$ cat config.mk
export PLATFORM = sky130hd
export DESIGN_NAME = seg7_scan_reader
export DESIGN_NICKNAME = d
export VERILOG_FILES = /design/src/rtl/seg7_pkg.sv /design/src/rtl/seg7_to_bcd.sv /design/src/rtl/seg7_scan_reader.sv
export SDC_FILE = /design/constraint.sdc
export NUM_CORES = 1
export LEC_CHECK = 0
export ABC_AREA = 1
export CAP_MARGIN = 10
export CORE_MARGIN = 2
export CORE_UTILIZATION = 40
export DETAILED_ROUTE_END_ITERATION = 8
export PLACE_DENSITY_LB_ADDON = 0.12
export SLEW_MARGIN = 20
export SYNTH_ARGS = -nofsm -noshare
export SYNTH_HDL_FRONTEND = slang
export SYNTH_SLANG_ARGS = --single-unit
export TNS_END_PERCENT = 5
$ cat constraint.sdc
create_clock -name clk -period 2.81 [get_ports clk]
set_input_delay 0.7025 -clock clk [delete_from_list [all_inputs] [get_ports clk]]
set_output_delay 0.7025 -clock clk [all_outputs]
set_load 0.02 [all_outputs]
$ cat src/rtl/seg7_pkg.sv
// rtl/seg7_pkg.sv - segment pattern constants, frame FSM state type, strobe helper
package seg7_pkg;

  localparam logic [6:0] SEG_0     = 7'b1000000;
  localparam logic [6:0] SEG_1     = 7'b1111001;
  localparam logic [6:0] SEG_2     = 7'b0100100;
  localparam logic [6:0] SEG_3     = 7'b0110000;
  localparam logic [6:0] SEG_4     = 7'b0011001;
  localparam logic [6:0] SEG_5     = 7'b0010010;
  localparam logic [6:0] SEG_6     = 7'b0000010;
  localparam logic [6:0] SEG_7     = 7'b1111000;
  localparam logic [6:0] SEG_8     = 7'b0000000;
  localparam logic [6:0] SEG_9     = 7'b0011000;
  localparam logic [6:0] SEG_BLANK = 7'b1111111;

  localparam logic [3:0] BLANK_CODE = 4'hF;

  typedef enum logic [2:0] {
    SYNC,
    DIG0,
    DIG1,
    DIG2,
    DIG3
  } state_t;

  // Index of the single low strobe; only meaningful when exactly one bit is low.
  function automatic logic [1:0] strobe_index(input logic [3:0] an);
    case (an)
      4'b1101: return 2'd1;
      4'b1011: return 2'd2;
      4'b0111: return 2'd3;
      default: return 2'd0;
    endcase
  endfunction

endpackage

$ cat src/rtl/seg7_to_bcd.sv
// rtl/seg7_to_bcd.sv - active-low 7-segment pattern to BCD code lookup
module seg7_to_bcd
  import seg7_pkg::*;
(
  input  logic [6:0] seg,
  output logic [3:0] code,
  output logic       valid
);

  always_comb begin
    code  = BLANK_CODE;
    valid = 1'b1;
    case (seg)
      SEG_0:     code = 4'd0;
      SEG_1:     code = 4'd1;
      SEG_2:     code = 4'd2;
      SEG_3:     code = 4'd3;
      SEG_4:     code = 4'd4;
      SEG_5:     code = 4'd5;
      SEG_6:     code = 4'd6;
      SEG_7:     code = 4'd7;
      SEG_8:     code = 4'd8;
      SEG_9:     code = 4'd9;
      SEG_BLANK: code = BLANK_CODE;
      default:   valid = 1'b0;
    endcase
  end

endmodule

$ cat src/rtl/seg7_scan_reader.sv
// rtl/seg7_scan_reader.sv - debounced capture of a multiplexed 4-digit display into BCD frames
module seg7_scan_reader
  import seg7_pkg::*;
#(
  parameter int STABLE_CYCLES = 4,
  parameter int NUM_DIGITS    = 4
) (
  input  logic                    clk,
  input  logic                    rst,
  input  logic [3:0]              an,
  input  logic [6:0]              seg,
  input  logic                    dp,
  output logic [4*NUM_DIGITS-1:0] digits,
  output logic [NUM_DIGITS-1:0]   dp_flags,
  output logic                    frame_valid,
  output logic                    pat_err,
  output logic                    seq_err,
  output logic [1:0]              err_digit
);

  localparam logic [7:0] CNT_MAX = 8'(STABLE_CYCLES - 1);

  logic [3:0] an_q;
  logic [6:0] seg_q;
  logic [7:0] cnt_q, cnt_d;
  logic       done_q, done_d;
  logic       an_chg;
  logic       capture;
  logic       multi_low;
  logic [1:0] strobe_idx;
  logic [1:0] exp_idx;
  logic [3:0] code;
  logic       code_valid;

  state_t                    state_q;
  logic [4*NUM_DIGITS-5:0]   part_q;
  logic [NUM_DIGITS-2:0]     part_dp_q;
  logic [4*NUM_DIGITS-1:0]   digits_q;
  logic [NUM_DIGITS-1:0]     dp_flags_q;
  logic                      frame_valid_q;
  logic                      pat_err_q;
  logic                      seq_err_q;
  logic [1:0]                err_digit_q;

  seg7_to_bcd u_decode (
    .seg   (seg),
    .code  (code),
    .valid (code_valid)
  );

  // done_q blocks a second capture until the strobe itself moves on.
  always_comb begin
    an_chg = (an != an_q);
    if (an_chg || (seg != seg_q)) begin
      cnt_d = '0;
    end else if (cnt_q != CNT_MAX) begin
      cnt_d = cnt_q + 8'd1;
    end else begin
      cnt_d = cnt_q;
    end
    capture = (cnt_d == CNT_MAX) && !done_q && (an != 4'hF);
    done_d  = an_chg ? 1'b0 : (done_q || capture);
  end

  assign multi_low  = ($countones(~an) > 1);
  assign strobe_idx = strobe_index(an);

  always_comb begin
    case (state_q)
      DIG1:    exp_idx = 2'd1;
      DIG2:    exp_idx = 2'd2;
      DIG3:    exp_idx = 2'd3;
      default: exp_idx = 2'd0;
    endcase
  end

  always_ff @(posedge clk or posedge rst) begin
    if (rst) begin
      an_q   <= 4'hF;
      seg_q  <= SEG_BLANK;
      cnt_q  <= '0;
      done_q <= 1'b0;
    end else begin
      an_q   <= an;
      seg_q  <= seg;
      cnt_q  <= cnt_d;
      done_q <= done_d;
    end
  end

  always_ff @(posedge clk or posedge rst) begin
    if (rst) begin
      state_q       <= SYNC;
      part_q        <= '0;
      part_dp_q     <= '0;
      digits_q      <= '1;
      dp_flags_q    <= '0;
      frame_valid_q <= 1'b0;
      pat_err_q     <= 1'b0;
      seq_err_q     <= 1'b0;
      err_digit_q   <= 2'd0;
    end else begin
      frame_valid_q <= 1'b0;
      pat_err_q     <= 1'b0;
      seq_err_q     <= 1'b0;
      if (capture) begin
        if (multi_low) begin
          seq_err_q   <= 1'b1;
          err_digit_q <= exp_idx;
          state_q     <= SYNC;
        end else if (state_q == SYNC || state_q == DIG0) begin
          if (strobe_idx == 2'd0) begin
            if (code_valid) begin
              part_q[3:0]  <= code;
              part_dp_q[0] <= dp;
              state_q      <= DIG1;
            end else begin
              pat_err_q   <= 1'b1;
              err_digit_q <= 2'd0;
            end
          end
        end else if (strobe_idx == exp_idx) begin
          if (!code_valid) begin
            pat_err_q   <= 1'b1;
            err_digit_q <= exp_idx;
            state_q     <= SYNC;
          end else begin
            case (exp_idx)
              2'd1: begin
                part_q[7:4]  <= code;
                part_dp_q[1] <= dp;
                state_q      <= DIG2;
              end
              2'd2: begin
                part_q[11:8] <= code;
                part_dp_q[2] <= dp;
                state_q      <= DIG3;
              end
              default: begin
                digits_q      <= {code, part_q};
                dp_flags_q    <= {dp, part_dp_q};
                frame_valid_q <= 1'b1;
                state_q       <= SYNC;
              end
            endcase
          end
        end else begin
          // Out-of-order strobe; a clean digit-0 capture doubles as a frame restart.
          seq_err_q   <= 1'b1;
          err_digit_q <= exp_idx;
          if (strobe_idx == 2'd0 && code_valid) begin
            part_q[3:0]  <= code;
            part_dp_q[0] <= dp;
            state_q      <= DIG1;
          end else begin
            state_q <= SYNC;
          end
        end
      end
    end
  end

  assign digits      = digits_q;
  assign dp_flags    = dp_flags_q;
  assign frame_valid = frame_valid_q;
  assign pat_err     = pat_err_q;
  assign seq_err     = seq_err_q;
  assign err_digit   = err_digit_q;

endmodule

# After elaboration in Yosys (flattened, before gate mapping)
# Cells that the tools add are included.
# word_totals
regBits	63
input_bits	14
out_inout_bits	25
# op_classes
add_sub_neg	4
magnitude_cmp	1
n_eq_ne	32
muxes	47
n_bitwise	4
reduce_logical	19
# ops
operator	count
$pmux W4 S10	1
$eq A7 B7 Y1 const B	4
$reduce_and A6 Y1	4
$mux W1	23
$eq A7 B5 Y1 const B	3
$mux W4	5
$mux W3	6
$mux W8	2
$eq A7 B6 Y1 const B	2
$mux W2	7
$pmux W2 S3	2
$reduce_or A11 Y1	1
$ne A3 B3 Y1 const B	3
$add A8 B1 Y8 const B	1
$eq A4 B4 Y1 const B	2
$eq A8 B2 Y1 const B	1
$ne A8 B2 Y1 const B	1
$eq A7 B2 Y1 const B	1
$logic_not A7 Y1	1
$ne A7 B7 Y1	1
$eq A3 B2 Y1 const B	2
$pmux W3 S2	1
$add A1 B1 Y2	2
$eq A4 B3 Y1 const B	1
23 further kinds	30

# Longest topological paths before layout
# logic_depth
depth_word	10
mapped_depth	15
mapped_depth_nobuf	15

# Hierarchy
# Synthesis repeated with hierarchy kept, for this count alone.
# hier_totals
cells_unflattened	484
hier_area_um2	3579.7
# modules_own_cells
module	instances	cells_per_inst	area_per_inst_um2	seq_area_each_um2
seg7_scan_reader	1	421	3311.9	1610.3
seg7_to_bcd	1	63	267.8	0.0

# Worst setup path before layout
# No wires, ideal clock.
# synth_timing
kind	input -> register
start	input port an[0]
end	register state_q[1]
setup_ps	116
arrival_time_ps	2112
required_ps	2694
setup_slack_ps	582
path_stages	9
n_path_buf	1
path_cell_list	inv_1 fa_1 a21oi_1 clkbuf_1 nand3_1 nand2_1 o21ai_0 nand2_1 nand2_1
# synth_between
elab_chain_cells	8
elab_cells_between_ends	25
cone_classes	add/sub: 2; order compare: 1; eq/ne: 9; mux: 6; bitwise: 1; reduce/logical: 6
# synth_lines
item	line	rtl
start: declaration	seg7_scan_reader.sv:10	input logic [3:0] an,
parallel branches: the longest is 8 deep, another holds $add A2 B2 Y3	--	
end signal: assignment	seg7_scan_reader.sv:110	state_q <= SYNC;
end signal: assignment	seg7_scan_reader.sv:126	state_q <= SYNC;
end signal: assignment	seg7_scan_reader.sv:154	state_q <= DIG1;
end: declaration	seg7_scan_reader.sv:35	state_t state_q;
# Several ways; the timed one is not identified.
# A chain may end at the register's enable or synchronous reset.

# Worst setup path in the final report
# layout_timing
start	input port an[3]
end	register part_q[7]
# layout_between
elab_chain_cells	7
elab_cells_between_ends	18
cone_classes	add/sub: 2; order compare: 1; eq/ne: 7; mux: 2; bitwise: 2; reduce/logical: 4
# layout_lines
item	line	rtl
parallel branches: the longest is 6 deep, another holds $add A2 B2 Y3	--	
$reduce_and A6 Y1 (no source line) *	--	
end signal: assignment	seg7_scan_reader.sv:130	part_q[7:4] <= code;
end: declaration	seg7_scan_reader.sv:36	logic [4*NUM_DIGITS-5:0] part_q;
# Mark *: on every way between the ends.

==> flow_summary.ini <==
[outcome]
outcome = finished clean

[timing]
min_period_ns = 2.53
fmax_mhz = 396
skew_ns = 0.00873
grt_setup_unrepaired = no
fin_ws_ns = 0.284
fin_crit_sh_pct = 89.9
setup_violations = 0
hold_viol = 0
maxSlewViolCount = 0
slew_headroom_pct = 72.2
tightest_slew_ns = 0.413

[synthesis]
syn_inst = 449
yosysUniqueCellTypes = 34
syn_area_sq_um = 3470
synth_top_area_share_pct = 26.0
yosysTopAreaCell = dfrtp_1
synth_seq_cells = 63
ys_warn_count = 0
synth_area_per_cell_sq_um = 7.72
synthFlopType = dfrtp_1
syn-num-nets = 470
synth-edff-count = 0
async_reset_ff_share_pct = 100
yosysSeqAreaShare_pct = 46.4
ys_top_cells_by_area = dfrtp_1 (26%), nand2_1 (21%), dfstp_2 (20%)

[die]
die_h_um = 97.1
die_w_um = 97.1
start_util_pct = 41.8
boundaryPins = 39
coreArea_sq_um = 8300
rows = 33
die_area_sq_um = 9430

[placed_design]
placedCellCount = 620
port-buffer-count = 38
gp_congestion = 0.867
hpwl_um = 5850
post-place-ws_ns = -0.0842

[power_and_ir_drop]
p_int_mw = 1.40
seqPwrFrac_pct = 48.8
p_clk_share_pct = 42.9
switching_share_pct = 26.1
p_switching_mw = 0.495
ir_worst_vdd_mv = 0.214
p_leak_nw = 2.28
p_comb_share_pct = 8.3
p_per_area_nw_per_um2 = 428
power.total_mw = 1.90

[final_layout]
drive_gt1_share_pct = 22.4
synthToLayoutAreaGrowth_pct = 27.7
final_cells = 636
mostFrequentLayoutCells = nand2_1 (193), inv_1 (44), clkdlybuf4s50_1 (38)
diodes = 0
fin_util_pct = 53.4
final_common_cell = nand2_1
num-nets-final = 547

[clocking]
holdBufCountCts = 0
cts.clk_slew.worst_paths_ns = 0.08
h-tree-depth = 3
ctsResizeCount = 0
root_buffer = clkbuf_8
cts_buffers = 9
clock_latency_ns = 0.34
cts_max_path_buffers = 2
clock-sinks = 63
cts_tree = built
post-cts-setup-buffer-count = 0

[worst_setup_path]
critPathArrivalTime_ns = 2.76
cp_cell_sequence = clkdlybuf4s50_1 > inv_1 > fa_1 > a21oi_1 > buf_4 > nand2_1 > nor2_2 > nand4_1 > nand2_1 > nand2_1
required_ns = 3.05
cp_common_cell = nand2_1
criticalPathCategory = primary input to flip-flop
slowest_delay_ns = 0.52
crit_path_end_kind = flip-flop
critPathMaxFanout = 5
critPathLaunchType = primary input
worst_path_max_delay_cell = clkdlybuf4s50_1

[route]
vias = 2997
drt-vias-per-instance = 4.71
wl_per_cell_um = 12.3
drt_pre_antenna_iters = 4
routed_wl_um = 7800
first_iter_violations = 111
drc = 0
ant_nets = 0

[grt]
grt_overflow_total = 0
grt_pass1_wl_um = 13700
grt_max_degree = 64
grt_usage_pct = 17.8
antenna_found_initial = 0
grt_pass1_vias = 2958

[min_path]
hold_path.class = flip-flop to flip-flop

[run]
maxCapViolations = 0
-- power by group through the flow --
| stage | Combinational (mW) | Clock, mW | Sequential, mW |
|---|---|---|---|
| detailed placement | 0.159 | 0 | 0.942 |
| global route | 0.179 | 0.888 | 0.928 |
| CTS | 0.159 | 0.839 | 0.927 |
| global placement | 0.157 | 0 | 0.942 |
| floorplan | 0.0844 | 0 | 0.942 |
| finish | 0.157 | 0.815 | 0.926 |
-- Yosys cell counts (all sizes together), types with 2 or more instances --
library cell	instances
a21oi	3
buf	7
dfrtp	36
dfstp	27
ha	6
inv	55
nand2	198
nand3	15
nand4	28
nor2	47
nor3	5
o211ai	3
o21ai	8
xnor2	4
xor2	2
-- state kept, by name, indices dropped and copies added (netlist names) --
name,flops
frame_valid,1
part_dp_q,3
an_q,4
err_digit,2
seg_q,7
done_q,1
digits,16
state_q,3
pat_err,1
dp_flags,4
seq_err,1
part_q,12
cnt_q,8
-- final timing paths --
check	slack, ns	cells after the start	from	endpoint
worst max-delay path	0.28	10	an[3]	part_q[7]
worst min-delay path	0.47	2	digits[1]	digits[1]
worst max register to register	0.64	11	cnt_q[0]	state_q[2]
worst min register to register	0.47	2	digits[1]	digits[1]
max in group asynchronous	1.74	3	rst	seg_q[0]
min in group asynchronous	0.73	3	rst	state_q[0]
-- layer usage --
| metal | up-vias | GRT usage [%] | share of wire (%) |
|---|---|---|---|
| met5 | - | 0 | 0 |
| met1 | 1380 | 23.6 | 49 |
| met4 | 0 | 4.55 | 0.97 |
| met3 | 9 | 4.32 | 3.6 |
| met2 | 47 | 29.3 | 47 |
| li1 | 1561 | - | - |
-- metrics by stage --
step | hold slack, ns | TNS (ns) | area, sq um
final | 0.465 | 0 | 4430
after global routing | 0.486 | 0 | 4430
after CTS | 0.469 | 0 | 4430
after detailed placement | 0.456 | -0.686 | 4230
after global placement | 0.454 | -0.172 | 4230
after floorplan | 0.442 | 0 | 3470
-- cells by family after synthesis --
logic type | after synthesis | share of synthesized area (%)
AO/OA/AOI/OAI | 16 | 2.99
XOR/XNOR | 6 | 1.52
adder cells (fa/ha/maj) | 7 | 2.74
buffers and inverters | 63 | 7.72
flip-flops | 63 | 46.4
AND/OR/NAND/NOR | 294 | 38.6
-- cell type report --
class                      instances  area (sq um)
sequential                        63          1610
clock buffer                       9           124
fill                             818          3870
inverter                          55           206
clock inverter                     7          80.1
multi-input combinational        323          1590
timing repair buffer              74           688
tap                              105           131
-- worst max-delay path, delay by kind of cell --
kind,cells,cell delay (ns)
buf+inv,3,0.76
simple gates,5,0.71
fa+ha+maj,1,0.43
compound gates,1,0.16
Power figures use the tool's default switching activity.
